--- src/rtl/debayer_frame_scheduler.sv ---
// debayer_frame_scheduler
// Shares one debayer datapath between the left and right raw frame buffers.
// Whole frames are granted round-robin. The debayer is held in reset between
// frames. While a frame is granted, the block generates the raster read
// address (with horizontal blanking) and a latency-aligned RGB write strobe,
// address and camera tag.
//
// Ports:
//   clock, reset        system clock, synchronous active-high reset
//   enable              allow new grants (sampled in IDLE only)
//   req_l, req_r        level requests: a raw buffer holds a complete frame
//   done_l, done_r      one-cycle pulse when that side's frame is finished
//   busy                high from CLEAR through DONE inclusive
//   rd_sel              raw source select (0 left, 1 right)
//   rd_addr, deb_addr   raster read address y*SIZE_X+x
//   deb_reset           debayer reset
//   wr_en, wr_addr      RGB store write strobe/address (PIPE_LAT behind rd_addr)
//   wr_cam              camera tag for wr_addr
module debayer_frame_scheduler #(
    parameter int unsigned SIZE_X   = 640,
    parameter int unsigned SIZE_Y   = 480,
    parameter int unsigned SIZE_X_T = 160,
    parameter int unsigned PIPE_LAT = 2
) (
    input  logic        clock,
    input  logic        reset,
    input  logic        enable,
    input  logic        req_l,
    input  logic        req_r,
    output logic        done_l,
    output logic        done_r,
    output logic        busy,
    output logic        rd_sel,
    output logic [18:0] rd_addr,
    output logic        deb_reset,
    output logic [18:0] deb_addr,
    output logic        wr_en,
    output logic [18:0] wr_addr,
    output logic        wr_cam
);

    localparam int unsigned AW   = 19;
    localparam int unsigned LINE = SIZE_X + SIZE_X_T;
    localparam int unsigned XW   = (LINE > 1) ? $clog2(LINE) : 1;
    localparam int unsigned YW   = (SIZE_Y > 1) ? $clog2(SIZE_Y) : 1;
    localparam int unsigned DW   = (PIPE_LAT > 1) ? $clog2(PIPE_LAT) : 1;

    typedef enum logic [2:0] {
        S_IDLE,
        S_CLEAR,
        S_RUN,
        S_DRAIN,
        S_DONE
    } state_t;

    state_t          state_q, state_d;
    logic [XW-1:0]   x_q, x_d;
    logic [YW-1:0]   y_q, y_d;
    logic [DW-1:0]   drain_q, drain_d;
    logic [AW-1:0]   rd_addr_q, rd_addr_d;
    logic            rd_sel_q, rd_sel_d;
    logic            last_grant_q, last_grant_d;
    logic            done_l_q, done_l_d;
    logic            done_r_q, done_r_d;
    logic            busy_q, busy_d;
    logic            deb_reset_q, deb_reset_d;
    logic            en_q   [PIPE_LAT];
    logic            en_d   [PIPE_LAT];
    logic [AW-1:0]   wa_q   [PIPE_LAT];
    logic [AW-1:0]   wa_d   [PIPE_LAT];
    logic            cam_q  [PIPE_LAT];
    logic            cam_d  [PIPE_LAT];
    logic            active_c;
    logic            win_c;

    // State and output registers
    always_ff @(posedge clock) begin
        if (reset) begin
            state_q      <= S_IDLE;
            x_q          <= '0;
            y_q          <= '0;
            drain_q      <= '0;
            rd_addr_q    <= '0;
            rd_sel_q     <= 1'b0;
            last_grant_q <= 1'b1;
            done_l_q     <= 1'b0;
            done_r_q     <= 1'b0;
            busy_q       <= 1'b0;
            deb_reset_q  <= 1'b1;
            for (int unsigned i = 0; i < PIPE_LAT; i++) begin
                en_q[i]  <= 1'b0;
                wa_q[i]  <= '0;
                cam_q[i] <= 1'b0;
            end
        end else begin
            state_q      <= state_d;
            x_q          <= x_d;
            y_q          <= y_d;
            drain_q      <= drain_d;
            rd_addr_q    <= rd_addr_d;
            rd_sel_q     <= rd_sel_d;
            last_grant_q <= last_grant_d;
            done_l_q     <= done_l_d;
            done_r_q     <= done_r_d;
            busy_q       <= busy_d;
            deb_reset_q  <= deb_reset_d;
            for (int unsigned i = 0; i < PIPE_LAT; i++) begin
                en_q[i]  <= en_d[i];
                wa_q[i]  <= wa_d[i];
                cam_q[i] <= cam_d[i];
            end
        end
    end

    // Next-state, counters, arbitration and registered-output decode
    always_comb begin
        state_d      = state_q;
        x_d          = x_q;
        y_d          = y_q;
        drain_d      = drain_q;
        rd_addr_d    = rd_addr_q;
        rd_sel_d     = rd_sel_q;
        last_grant_d = last_grant_q;

        active_c = (state_q == S_RUN) && (32'(x_q) < SIZE_X);
        // Round-robin: on a tie grant the side not served last
        win_c = (req_l && req_r) ? ~last_grant_q : req_r;

        case (state_q)
            S_IDLE: begin
                if (enable && (req_l || req_r)) begin
                    state_d   = S_CLEAR;
                    rd_sel_d  = win_c;
                    x_d       = '0;
                    y_d       = '0;
                    rd_addr_d = '0;
                end
            end
            S_CLEAR: begin
                state_d = S_RUN;
            end
            S_RUN: begin
                // Address advances only past active pixels, holds in blanking
                rd_addr_d = rd_addr_q + AW'(active_c);
                if (x_q == XW'(LINE - 1)) begin
                    x_d = '0;
                    if (y_q == YW'(SIZE_Y - 1)) begin
                        state_d = S_DRAIN;
                        drain_d = '0;
                    end else begin
                        y_d = y_q + YW'(1);
                    end
                end else begin
                    x_d = x_q + XW'(1);
                end
            end
            S_DRAIN: begin
                if (drain_q == DW'(PIPE_LAT - 1)) begin
                    state_d = S_DONE;
                end else begin
                    drain_d = drain_q + DW'(1);
                end
            end
            S_DONE: begin
                last_grant_d = rd_sel_q;
                state_d      = S_IDLE;
            end
            default: begin
                state_d = S_IDLE;
            end
        endcase

        done_l_d    = (state_d == S_DONE) && !rd_sel_q;
        done_r_d    = (state_d == S_DONE) && rd_sel_q;
        busy_d      = (state_d != S_IDLE);
        deb_reset_d = (state_d == S_IDLE) || (state_d == S_CLEAR) || (state_d == S_DONE);

        // Write-side delay line of (active, rd_addr, rd_sel)
        en_d[0]  = active_c;
        wa_d[0]  = rd_addr_q;
        cam_d[0] = rd_sel_q;
        for (int unsigned i = 1; i < PIPE_LAT; i++) begin
            en_d[i]  = en_q[i-1];
            wa_d[i]  = wa_q[i-1];
            cam_d[i] = cam_q[i-1];
        end
        if ((state_d == S_IDLE) || (state_d == S_CLEAR)) begin
            en_d[PIPE_LAT-1] = 1'b0;
        end
    end

    assign done_l    = done_l_q;
    assign done_r    = done_r_q;
    assign busy      = busy_q;
    assign rd_sel    = rd_sel_q;
    assign rd_addr   = rd_addr_q;
    assign deb_addr  = rd_addr_q;
    assign deb_reset = deb_reset_q;
    assign wr_en     = en_q[PIPE_LAT-1];
    assign wr_addr   = wa_q[PIPE_LAT-1];
    assign wr_cam    = cam_q[PIPE_LAT-1];

endmodule

--- config.mk ---
export PLATFORM = sky130hd
export DESIGN_NAME = debayer_frame_scheduler
export DESIGN_NICKNAME = d
export VERILOG_FILES = /design/src/rtl/debayer_frame_scheduler.sv
export SDC_FILE = /design/constraint.sdc
export NUM_CORES = 1
export LEC_CHECK = 0
export BUFFER_PORTS_ARGS = -buffer_cell sky130_fd_sc_hd__buf_2
export CAP_MARGIN = 15
export CORE_MARGIN = 3
export CORE_UTILIZATION = 50
export CTS_CLUSTER_SIZE = 20
export DETAILED_ROUTE_END_ITERATION = 6
export PLACE_DENSITY = 0.73
export SLEW_MARGIN = 20
export SYNTH_ARGS = -nofsm -noshare
export SYNTH_HDL_FRONTEND = slang
export SYNTH_SLANG_ARGS = --single-unit
--- constraint.sdc ---
create_clock -name clock -period 6.85 [get_ports clock]
set_input_delay 0.3425 -clock clock [delete_from_list [all_inputs] [get_ports clock]]
set_output_delay 0.3425 -clock clock [all_outputs]
set_load 0.01 [all_outputs]
==> flow_metrics.py <==
metrics = {
    "synth": {
        "synth_nets": 411,
        "synth_flop_cell": "dfxtp_1",
        "synth_area_um2": 3630,
        "synthArstFlopShare_pct": 0,
        "yosys_register_bits": 90,
        "yosysWarnings": 0,
        "synth_area_per_cell_um2": 9.03,
        "ys_types": 43,
        "synth_cells": 402,
        "ys_seq_area_share_pct": 49.6,
        "synth_edf_count": 0,
    },
    "power_and_ir_drop": {
        "p_leak_uw": 0.00166,
        "clkPwrFrac_pct": 39.5,
        "peakVddDrop_v": 0.000138,
        "switchingPower_uw": 224,
        "combPwrFrac_pct": 4.4,
        "p_sw_share_pct": 23.8,
        "pwr-share-seq_pct": 56.2,
        "p_total_uw": 943,
        "internal_power_uw": 719,
        "pwr_density_cell_nw_per_um2": 237,
    },
    "die": {
        "core_um2": 6910,
        "pin_count": 69,
        "row_count": 30,
        "dieArea_um2": 8320,
        "die_w_um": 91.2,
        "initial_core_util_pct": 52.6,
        "die_y_um": 91.2,
    },
    "global_route": {
        "grt_pass1_vias": 2448,
        "globalRouteOverflowTotal": 0,
        "grt_pass1_wl_um": 11600,
        "grt_usage_pct": 16.9,
        "grt_max_degree": 73,
        "antenna_found_initial": 0,
    },
    "sta": {
        "slew_headroom_pct": 41.7,
        "rsz0062_at_grt": "false",
        "finalSetupViolations": 0,
        "drv_slew": 0,
        "fin_crit_ns": 2.51,
        "finalCritPeriodShare_pct": 36.7,
        "setup_tns_ns": 0,
        "max_freq_mhz": 398,
        "tightest_slew_ns": 0.866,
        "fin_ws_ns": 4.34,
        "clock-skew-final_ns": 0.00902,
        "hold_violations": 0,
    },
    "worst_hold_path": {
        "min_to": "rd_sel",
        "holdCritPathClass": "in -> reg",
        "hold_depth": 3,
        "hold_start": "req_r",
    },
    "clock_network": {
        "ctsHtreeMaxLevel": 3,
        "cts.sinks": 90,
        "cts_made_buffers": 9,
        "clkSlewWorstSetupHoldPaths_ns": 0.09,
        "cts_setup_buffers": 0,
        "ctsHoldBuffers": 0,
        "clock_latency_ns": 0.35,
        "cts_resized": 0,
        "root_buffer": "clkbuf_8",
        "clock_path_buffers": 2,
        "cts_tree": "done",
    },
    "detailed_routing": {
        "dr.pass1.iters": 5,
        "vias_per_cell": 5.34,
        "drt_iter0_drc": 141,
        "ant_nets": 0,
        "wire_per_inst_um": 13.0,
        "vias": 2834,
        "drt-total-wl_um": 6930,
        "drc": 0,
    },
    "setup_path": {
        "rr_endpoint": "deb_addr[18]",
        "reg2regPathDepth": 10,
        "worstSetupPathType": "reg -> reg",
        "crit_chain": "nor3b_1, buf_4, and2_1, ha_1, ha_1, nand3_1, nor2_1, and3_1, nand4_1, mux2i_1",
        "reg2reg_slack_ns": 4.34,
        "required_ns": 7.10,
        "r2r-start": "state_q[1]",
        "startpoint_type": "flip-flop",
        "crit_path_max_fanout": 15,
        "crit_slowest_cell": "dfxtp_1",
        "crit_top_cell": "ha_1",
        "critPathCaptureType": "flip-flop",
        "arrival_ns": 2.76,
        "slowest_delay_ns": 0.45,
    },
    "final_layout": {
        "fin_nets": 439,
        "nFillCells": 654,
        "multi_input_comb_area_um2": 1450,
        "regArea_um2": 1800,
        "final_util_pct": 57.5,
        "antenna_cells": 0,
        "area_delta_synth_final_pct": 9.44,
        "drive_above_1_share_pct": 21.1,
    },
    "placement": {
        "dpl_worst_slack_ns": 4.37,
        "port_buffers": 68,
        "post-dp-hpwl_um": 4760,
        "globalplace.congestion": 0.835,
    },
    "run": {
        "max-cap-violations": 0,
    },
    "status": {
        "status": "completed",
    },
}
-- layout by cell type (no fill, tap or decap), drive strengths merged, types with 2 or more instances in the layout --
master    instances
a311oi            7
nor4              2
clkinvlp          2
xor2              2
or3               4
nor2b            37
and4              2
clkbuf           10
a41oi             2
nor2             31
nand4             9
nand3            22
nand3b            2
and2              5
or4               5
buf              70
inv              11
nand2            33
o31ai             3
nor3             10
and3              5
dfxtp            90
a21oi            19
o21a              2
o21ai            22
or2               2
nor3b             2
mux2i             2
o41ai             2
a22o              2
o211ai            5
ha                4
-- critical path, delay by kind of cell, from the launching register on --
kind,cells,cell delay (ns)
adders and majority gates,2,0.38
buffers and inverters,1,0.23
DFF,1,0.45
muxes,1,0.14
and+or+nand+nor,6,1.21
-- how the worst max path moves through the flow --
stage / startpoint / to / slack, ns / depth (start not counted)
after floorplan: state_q[1] / deb_addr[18] / 4.18 / 11
after global placement: state_q[1] / deb_addr[18] / 4.43 / 10
after detailed placement: state_q[1] / deb_addr[18] / 4.37 / 10
after CTS: state_q[1] / deb_addr[18] / 4.35 / 10
after global routing: state_q[1] / deb_addr[18] / 4.14 / 10
final: state_q[1] / deb_addr[18] / 4.34 / 10
-- stage by stage --
stage	area, um^2	hold WS, ns	std cells
finish	3970	0.251	531
global route	3970	0.233	531
CTS	3970	0.243	531
detailed placement	3760	0.420	515
global placement	3760	0.414	515
floorplan	3630	0.406	402
-- cell type report --
cell class / instances / share of cell area, %
timing repair buffer: 70 / 8.94
sequential: 90 / 45.3
clock inverter: 6 / 1.79
inverter: 9 / 0.850
clock buffer: 10 / 3.46
tap: 96 / 3.02
multi-input combinational: 250 / 36.6
-- cell families (layout without fill, tap and decap cells) --
group,Yosys count,in the layout,share of synthesized area [%]
compound gates,69,69,12.0
xor+xnor,3,3,0.724
simple gates,171,171,25.1
flops,90,90,49.6
buf+inv,62,95,10.3
fa+ha+maj,4,4,1.38
mux,3,3,0.861
-- cell usage after synthesis, types with 2 or more instances --
master    count  area (um^2)
or3_1         4         25.0
nor2b_1      37          231
nand2_1      33          124
buf_4        38          285
a22o_1        2         17.5
nor4_1        2         12.5
and3_1        5         31.3
o21a_1        2         15.0
nor3b_1       2         15.0
a21oi_1      19         95.1
a311oi_1      7         61.3
clkbuf_1     15         56.3
o21ai_1      12         60.1
or2_2         2         12.5
o31ai_1       3         22.5
nand4_1       8         50.1
inv_1         9         33.8
nor2_1       31          116
or4_1         4         30.0
ha_1          4         50.1
o211ai_1      5         37.5
xor2_1        2         17.5
dfxtp_1      90         1800
mux2i_1       2         20.0
nand3_1      22          110
nor3_1        9         45.0
o21ai_0      10         50.1
and2_1        5         31.3
a41oi_1       2         17.5
nand3b_1      2         15.0
o41ai_1       2         17.5
-- power groups by stage --
stage          registers, uW  clock network (uW)  logic, uW
2_1_floorplan            541                   0       30.1
3_3_place_gp             541                   0       40.6
3_5_place_dp             542                   0       41.4
4_1_cts                  529                 381       41.6
5_1_grt                  530                 404       46.3
6_report                 529                 372       41.1
-- metal layers --
metal | global-route usage [%] | wire [um]
met1 | 21.6 | 3240
met2 | 27.1 | 3240
met3 | 4.06 | 368
met4 | 7.16 | 73
met5 | 0 | 0
-- state kept, by name, summed over array words and instances (netlist names) --
signal and count:
last_grant_q 1, x_q 10, deb_addr 19, done_r 1, en_q 2, wa_q 38, rd_sel 1, state_q 3
done_l 1, cam_q 2, y_q 9, busy 1, deb_reset 1, drain_q 1
No activity file was read; power rests on OpenSTA's default activity.
